--- config.mk ---
export PLATFORM = sky130hd
export DESIGN_NAME = addcmp_pipe
export DESIGN_NICKNAME = d
export VERILOG_FILES = /design/src/rtl/addcmp_pkg.sv /design/src/rtl/AddCmp50.sv /design/src/rtl/addcmp_pipe.sv
export SDC_FILE = /design/constraint.sdc
export NUM_CORES = 1
export LEC_CHECK = 0
export BUFFER_PORTS_ARGS = -buffer_cell sky130_fd_sc_hd__clkbuf_2
export CORE_AREA = 4 4 124 174
export DETAILED_ROUTE_END_ITERATION = 8
export DIE_AREA = 0 0 128 178
export PLACE_DENSITY_LB_ADDON = 0.25
export RECOVER_POWER = 25
export SYNTH_ARGS = -nofsm -noshare
export SYNTH_HDL_FRONTEND = slang
export SYNTH_SLANG_ARGS = --single-unit
export TNS_END_PERCENT = 100
--- constraint.sdc ---
create_clock -name clk -period 4.4 [get_ports clk]
set_input_delay 0 -clock clk [delete_from_list [all_inputs] [get_ports clk]]
set_output_delay 0 -clock clk [all_outputs]
set_load 0.02 [all_outputs]
--- src/rtl/addcmp_pkg.sv ---
// Shared types for the addcmp_pipe slice: operand/result bundles and the fixed
// datapath width of the AddCmp50 core.
package addcmp_pkg;

  localparam int ADDCMP_W     = 50;
  localparam int ADDCMP_TAG_W = 8;

  typedef struct packed {
    logic [ADDCMP_W-1:0]     a;
    logic [ADDCMP_W-1:0]     b;
    logic [ADDCMP_W-1:0]     c;
    logic [ADDCMP_TAG_W-1:0] tag;
  } addcmp_operands_t;

  typedef struct packed {
    logic                    eq;
    logic [ADDCMP_TAG_W-1:0] tag;
  } addcmp_result_t;

endpackage

--- src/rtl/AddCmp50.sv ---
// 50-bit adder-comparator core: o_eq is 1 when (i_a + i_b) mod 2^50 equals i_c.
// Purely combinational; the carry-out of the sum is discarded.
module AddCmp50
  import addcmp_pkg::*;
(
  input  logic [ADDCMP_W-1:0] i_a,
  input  logic [ADDCMP_W-1:0] i_b,
  input  logic [ADDCMP_W-1:0] i_c,
  output logic                o_eq
);

  logic [ADDCMP_W-1:0] w_sum;

  assign w_sum = i_a + i_b;
  assign o_eq  = (w_sum == i_c);

endmodule

--- src/rtl/addcmp_pipe.sv ---
// Two-stage valid/ready wrapper around AddCmp50 (operand register, result register).
// Optional saturating match statistics are built when ADDCMP_PIPE_STATS_EN is defined.
module addcmp_pipe
  import addcmp_pkg::*;
#(
  parameter int W     = 50,
  parameter int TAG_W = 8,
  parameter int CNT_W = 32
) (
  input  logic             clk,
  input  logic             rst,
  input  logic             in_valid,
  output logic             in_ready,
  input  logic [W-1:0]     in_a,
  input  logic [W-1:0]     in_b,
  input  logic [W-1:0]     in_c,
  input  logic [TAG_W-1:0] in_tag,
  output logic             out_valid,
  input  logic             out_ready,
  output logic             out_eq,
  output logic [TAG_W-1:0] out_tag,
  input  logic             stat_clr,
  output logic [CNT_W-1:0] stat_total,
  output logic [CNT_W-1:0] stat_match
);

  if (W != ADDCMP_W) begin : g_w_check
    $error("addcmp_pipe: W must be 50");
  end
  if (TAG_W != ADDCMP_TAG_W) begin : g_tag_check
    $error("addcmp_pipe: TAG_W must match addcmp_pkg::ADDCMP_TAG_W");
  end

  logic             r_s1_v;
  addcmp_operands_t r_s1_ops;
  logic             r_s2_v;
  addcmp_result_t   r_s2_res;

  logic w_s2_adv;
  logic w_in_ready;
  logic w_eq;
  logic w_done;

  // S2 frees up when empty or draining; S1 may then load even while full.
  assign w_s2_adv   = !r_s2_v || out_ready;
  assign w_in_ready = !r_s1_v || w_s2_adv;
  assign w_done     = r_s2_v && out_ready;

  AddCmp50 u_core (
    .i_a  (r_s1_ops.a),
    .i_b  (r_s1_ops.b),
    .i_c  (r_s1_ops.c),
    .o_eq (w_eq)
  );

  always_ff @(posedge clk) begin
    if (rst) begin
      r_s1_v <= 1'b0;
    end else if (w_in_ready) begin
      r_s1_v <= in_valid;
    end else begin
      r_s1_v <= r_s1_v;
    end
  end

  always_ff @(posedge clk) begin
    if (in_valid && w_in_ready) begin
      r_s1_ops <= '{a: in_a, b: in_b, c: in_c, tag: in_tag};
    end else begin
      r_s1_ops <= r_s1_ops;
    end
  end

  always_ff @(posedge clk) begin
    if (rst) begin
      r_s2_v   <= 1'b0;
      r_s2_res <= '{eq: 1'b0, tag: {ADDCMP_TAG_W{1'b0}}};
    end else if (w_s2_adv) begin
      r_s2_v <= r_s1_v;
      if (r_s1_v) begin
        r_s2_res <= '{eq: w_eq, tag: r_s1_ops.tag};
      end else begin
        r_s2_res <= r_s2_res;
      end
    end else begin
      r_s2_v   <= r_s2_v;
      r_s2_res <= r_s2_res;
    end
  end

  assign in_ready  = w_in_ready;
  assign out_valid = r_s2_v;
  assign out_eq    = r_s2_res.eq;
  assign out_tag   = r_s2_res.tag;

`ifdef ADDCMP_PIPE_STATS_EN
  localparam logic [CNT_W-1:0] CNT_MAX = {CNT_W{1'b1}};
  localparam logic [CNT_W-1:0] CNT_ONE = {{(CNT_W-1){1'b0}}, 1'b1};

  logic [CNT_W-1:0] r_stat_total;
  logic [CNT_W-1:0] r_stat_match;

  // Clear wins over a same-cycle completion; both counters stick at all-ones.
  always_ff @(posedge clk) begin
    if (rst || stat_clr) begin
      r_stat_total <= {CNT_W{1'b0}};
      r_stat_match <= {CNT_W{1'b0}};
    end else if (w_done) begin
      r_stat_total <= (r_stat_total == CNT_MAX) ? r_stat_total : r_stat_total + CNT_ONE;
      if (r_s2_res.eq && (r_stat_match != CNT_MAX)) begin
        r_stat_match <= r_stat_match + CNT_ONE;
      end else begin
        r_stat_match <= r_stat_match;
      end
    end else begin
      r_stat_total <= r_stat_total;
      r_stat_match <= r_stat_match;
    end
  end

  assign stat_total = r_stat_total;
  assign stat_match = r_stat_match;
`else
  logic w_unused_stats;

  assign w_unused_stats = stat_clr ^ w_done;
  assign stat_total     = {CNT_W{1'b0}};
  assign stat_match     = {CNT_W{1'b0}};
`endif

endmodule

==> results of run 1 <==
==> flip-flops by register name, summed over array words and instances (netlist names) <==
register and flops:
r_s1_ops 158, out_tag 8, out_eq 1, out_valid 1, r_s1_v 1
==> Yosys cell counts (6+ instances only) <==
cell / n / area [µm²]
o21a_1: 8 / 60.06
o21ai_0: 37 / 185.2
xnor2_1: 38 / 332.8
nor3_1: 17 / 85.08
o21bai_1: 8 / 60.06
a21oi_1: 72 / 360.4
a21o_1: 6 / 45.04
mux2i_1: 17 / 170.2
nor2_1: 73 / 274.0
or4_1: 6 / 45.04
clkbuf_1: 6 / 22.52
o211ai_1: 11 / 82.58
buf_2: 13 / 65.06
nand4_1: 20 / 125.1
nand3_1: 25 / 125.1
o21ai_1: 16 / 80.08
nor4_1: 8 / 50.05
ha_1: 49 / 613.1
edfxtp_1: 158 / 4745
nand2_1: 74 / 277.8
and2_1: 9 / 56.30
a211oi_1: 11 / 82.58
xor2_1: 25 / 219.0
buf_4: 64 / 480.5
dfxtp_1: 11 / 220.2
==> routing by layer <==
metal	up-vias	GRT usage, %
li1	3891	-
met1	3883	29.83
met2	267	48.80
met3	60	4.164
met4	0	10.35
met5	-	0
==> area by class of cell <==
class / count / area (µm²)
Inverter: 5 / 18.77
Clock inverter: 13 / 143.9
Sequential cell: 169 / 4965
Multi-Input combinational cell: 683 / 4374
Timing Repair Buffer: 343 / 2565
Clock buffer: 19 / 452.9
Tap cell: 252 / 315.3
Fill cell: 1559 / 7009
==> cell families (layout without fill, tap and decap cells) <==
logic type	count (synthesis)	after routing	share of synthesized area (%)
and+or+nand+nor	260	260	12.95
AOI/OAI and AO/OA	228	228	15.56
DFF	169	169	51.19
buffers and inverters	89	380	6.167
xor gates and xnor gates	63	63	5.690
adders and majority gates	50	50	6.528
muxes	18	18	1.871
other	1	64	0.03867
==> where the power goes <==
part           leakage (nW)  total [mW]  switching (mW)  internal [mW]
Combinational          3.21        1.11           0.672          0.436
Clock                 0.295        1.52           0.728          0.792
Sequential             1.63        1.90          0.0353           1.86
==> path summary, 6_finish.rpt <==
| kind | endpoint | slack (ps) |
|---|---|---|
| max | out_eq | 690 |
| min | r_s1_ops[52] | 280 |
| max reg2reg | out_eq | 690 |
| min reg2reg | out_tag[2] | 480 |
==> impl_results.md, run 1 <==
- Status: complete, no violations
- Crit end category: flop
- Crit-path cells: ha_1 > fa_1 > a21oi_1 > o21ai_0 > o21ai_2 > a31oi_4 > a2111o_1 > a31o_2 > or4_1 > nor4_2 > nand4_1 > o21ai_1
- Remaining antenna violation count: 0
- Ys flop type: edfxtp_1
- Vias per Instance: 5.459
- Share of post-route cells with drive strength above 1: 18.26%
- First-pass GRT wire length: 45.48 mm
- Reg clk slew, reported paths: roughly 80 ps
- Worst path max stage delay: 570 ps
- Total grt overflow: 0
- Drt first pass iters: 5
- Cts hold-fix bufs: 164
- Non-filler cells, final: 1484
- N_diodes: 0
- Vias: 8101
- Minimum clock period: approximately 3700 ps
- Seq cells post-synth: between 150 and 200
- GR Util All Layers: 26.26%
- Cells after synthesis: around 880
- Initial Utilization: around half
- DRC Markers: 0
- Yosys warns: 0
- Die ar.: 22780 µm²
- LEAKAGE: a little over 5 nW
- Die Height: 178 µm
- CP Data Required Time: 4770 ps
- Clock tree sinks: about 170
- Final RePlAce weighted congestion: about 0.95
- Post-layout util: 64.68%
- Slew Limit Fails: 0
- Avg WL per Cell: roughly 20 µm
- Synthesized area: 9698 µm²
- Arr. time, crit path: 4080 ps
- Most frequent cells in the layout: 170 x clkbuf_2, 164 x dlygate4sd3_1, 158 x edfxtp_1
- Vias in the first global route: roughly 8500
- VDD IR-drop max: 0.2854 mV
- Clock network latency to the later pin of the worst-skew pair: 430 ps
- Highest metal used: met4
- Crit-path max FO: 5
- Critical path buffers and inverters: 0
- Sequential area share after synthesis: a little over 50%
- Max Freq: around 270 MHz
- CP top delay family: compound AO/OA/AOI/OAI gates
- Critical path origin: r_s1_ops[58]
- Tcrit/Tclk final: between 80% and 90%
- I/O pin cnt: 238
- Core area: 19840 µm²
- Setup Viol. Count Final: 0
- Cell count along the critical path: 12
- Met1 Wirelength: 11.48 mm
- Hold Path Class: in -> reg
- Place WS: 742.3 ps
- Avg Cell Area, Syn: between 10 and 15 µm²
- Number of flops mapped to enable cells by yosys: 158
- Clock Tree Root: clkbuf_16
- Rel. slew slack: 37.01%
- Total Power: ~4.5 mW
- Max-cap violation count: 0
- CTS buffer count: 17
- Hpwl dp: 21.92 mm
- Iteration-0 DRC Markers: 458
- Netlist cell types: between 70 and 80
- Antenna violations before repair: 0
- Area grow syn2layout: 32.34%
- PortBufs: 172
- FFs w/ async S/R, synth: 0%
- Slowest stage cell, crit path: or4_1
- Met2 routed WL: 16.11 mm
- Die width: ~130 µm
- Hold path depth: 2
- CTS tree: built
- Final Skew: 10.05 ps
- Tightest Pin Transition: ~940 ps
- Max clock buf depth: 2
- Post-CTS setup buffer count: 0
- Cts repair resizes: 0
- Nets: about 1400
- Placed Cells: 1288
- Worst Slack Setup Final: 690.9 ps
- Crit Path Category: reg -> reg
- Final hold vios: 0
- WL met3: 1.259 mm
- HP Start: in_c[44]
- Placed Area: around 11000 µm²
- H-tree Lvls: 4
- Final hold slack: 275.4 ps
- Unrepaired setup endpoints after global routing: false
- Largest net degree at the start of global routing: 88
- RR Startpoint: r_s1_ops[58]
- Startpoint types: flop
- TNS Setup: 0 ps
- Fin area: 12830 µm²
- Commonest non-fill, non-tap cell in the layout: clkbuf_2
- Reg2reg path depth: 12
- # rows: 61
- WL final: ~30 mm
- Cell Pwr Density: 352.5 nW/µm²
No activity file was read; power rests on OpenSTA's default activity.
==> inputs of run 2 (changes only) <==
CORE_AREA = 4 4 119 166   (was 4 4 124 174)
DIE_AREA = 0 0 123 170   (was 0 0 128 178)
clock period = 3.7 ns   (was 4.4 ns; I/O delays follow)
==> run 2 against run 1 <==
Fmax up 4.4%. Power is 22% higher. First-iteration DRC count grew 47%. Clock-buffer cell count down 2. Sequential share of layout area is 0.70 points lower. Critical endpoint unchanged. Clock power up 23%. Via count up 4.1%. Design area grew 1.9%. Utilization is 6.4 points higher.
==> impl_results.md, run 2 (synthesized netlist as in run 1, its figures left out) <==
- Status: complete, no violations
- Clock Tree Root: clkbuf_16
- RR Startpoint: r_s1_ops[108]
- Crit Path Category: reg -> reg
- DRC Markers: 0
- Arr. time, crit path: 3940 ps
- Vias: 8434
- CP Data Required Time: between 4000 and 5000 ps
- Max Freq: 281.3 MHz
- Rel. slew slack: 39.55%
- Avg WL per Cell: 20.54 µm
- Placed Area: 10800 µm²
- H-tree Lvls: 4
- Antenna violations before repair: 0
- Clock tree sinks: 169
- Share of post-route cells with drive strength above 1: slightly above 20%
- LEAKAGE: 5.289 nW
- Total grt overflow: 0
- Drt first pass iters: 8
- Multi-input logic area: 4377 µm²
- GR Util All Layers: 29.82%
- Minimum clock period: 3554 ps
- VDD IR-drop max: 0.3613 mV
- TNS Setup: 0 ps
- Core area: between 15000 and 20000 µm²
- First-pass GRT wire length: 46.91 mm
- Die Height: roughly 170 µm
- Largest net degree at the start of global routing: 97
- Slew Limit Fails: 0
- Fill cell count: 1266
- Crit-path max FO: 5
- Die width: 123 µm
- CTS buffer count: 17
- Reg2reg path depth: 12
- Fin area: 13070 µm²
- Vias per Instance: between 5 and 6
- Startpoint types: flop
- Reg clk slew, reported paths: ~90 ps
- Setup Viol. Count Final: 0
- Unrepaired setup endpoints after global routing: false
- Initial Utilization: 52.76%
- Final Skew: 14.84 ps
- Remaining antenna violation count: 0
- Slowest stage cell, crit path: or4_1
- Crit end category: flop
- Worst path max stage delay: approximately 570 ps
- Tightest Pin Transition: 895.4 ps
- Tcrit/Tclk final: between 90% and 100%
- PortBufs: around 170
- Sequential cell area: 4965 µm²
- Hold Path Class: in -> reg
- Critical Path Sink: out_eq
- Iteration-0 DRC Markers: between 600 and 700
- Clock network latency to the later pin of the worst-skew pair: ~450 ps
- Critical path origin: r_s1_ops[108]
- Nets: 1461
- Final hold slack: 257.3 ps
- WL final: 30.91 mm
- Worst Slack Setup Final: 145.7 ps
- Max-cap violation count: 0
- Most frequent cells in the layout: 172 x clkbuf_2, 164 x dlygate4sd3_1, 158 x edfxtp_1
- Die ar.: 20910 µm²
- N_diodes: 0
- Final RePlAce weighted congestion: approximately 0.95
- CTS tree: built
- I/O pin cnt: 238
- # rows: 59
- Max reg flops: 158
- Place WS: 102.8 ps
- Post-layout util: 71.12%
- Commonest non-fill, non-tap cell in the layout: clkbuf_2
- Area grow syn2layout: 34.80%
- Final hold vios: 0
- Max clock buf depth: 2
- Cell Pwr Density: 420.8 nW/µm²
- Worst R2R End: out_eq
- Worst R2R Setup Slack: 150 ps
- Hpwl dp: roughly 21 mm
- Largest Register: r_s1_ops
- Vias in the first global route: around 8600
- Crit-path cells: ha_1 > fa_2 > a21oi_1 > o21ai_0 > o21ai_2 > a31oi_4 > a2111o_1 > a31o_2 > or4_1 > nor4_2 > nand4_1 > o21ai_1
run 2: cell types whose count changed in the layout (fill, tap and decap cells not counted), sizes merged:
cell / previous run / this run
clkbuf: 191 / 189
buf: 7 / 36
inv: 14 / 12
clkinv: 4 / 8
run 2: final cells by class:
class                      count  area share, %
sequential                   169          37.98
multi-input combinational    683          33.48
timing repair buffer         372          21.31
clock buffer                  17          3.254
tap                          244          2.335
clock inverter                15          1.503
inverter                       5         0.1436
run 2: worst min-delay path by stage:
| stage | slack, ps | depth (start not counted) | start | endpoint |
|---|---|---|---|---|
| floorplan | 100 | 0 | in_tag[0] | r_s1_ops[0] |
| global placement | 180 | 1 | in_tag[2] | r_s1_ops[2] |
| detailed placement | 180 | 1 | in_a[44] | r_s1_ops[152] |
| CTS | 250 | 2 | in_tag[2] | r_s1_ops[2] |
| global route | 260 | 2 | in_b[6] | r_s1_ops[64] |
| finish | 260 | 2 | in_tag[6] | r_s1_ops[6] |
run 2: what timing repair did:
| action | 4_1_cts | 5_1_grt |
|---|---|---|
| resized for setup | 0 | 1 |
| hold buffers | 164 | 0 |
| buffers inserted | 0 | 1 |
| endpoints found under the hold margin | 168 | 0 |
| endpoints found under the setup margin | 0 | 1 |
run 2: worst max-delay path, delay by kind of cell (launching register included):
family / cells / cell delay, ps
adders and majority gates: 2 / 620
AOI/OAI and AO/OA: 7 / 1510
DFF: 1 / 390
and+or+nand+nor: 3 / 960
run 2: per-layer routing:
layer / part of all wire (%) / global-route usage, % / wire, µm / vias up
met5: 0 / 0 / 0 / -
met4: 4.4 / 13.11 / 1348 / 0
met3: 5.4 / 4.322 / 1658 / 78
met2: 54 / 55.13 / 16680 / 368
met1: 36 / 33.64 / 11220 / 4034
li1: - / - / - / 3954
run 2: through the flow:
step | cells | power [mW]
floorplan | 941 | 3.107
global placement | 1308 | 3.480
detailed placement | 1308 | 3.477
CTS | 1504 | 5.440
global route | 1505 | 5.714
finish | 1505 | 5.501
run 2: power breakdown:
part / switching [mW] / internal (mW) / leakage, nW
clock network: 0.945 / 0.929 / 0.299
logic: 0.812 / 0.559 / 3.36
registers: 0.0442 / 2.21 / 1.63
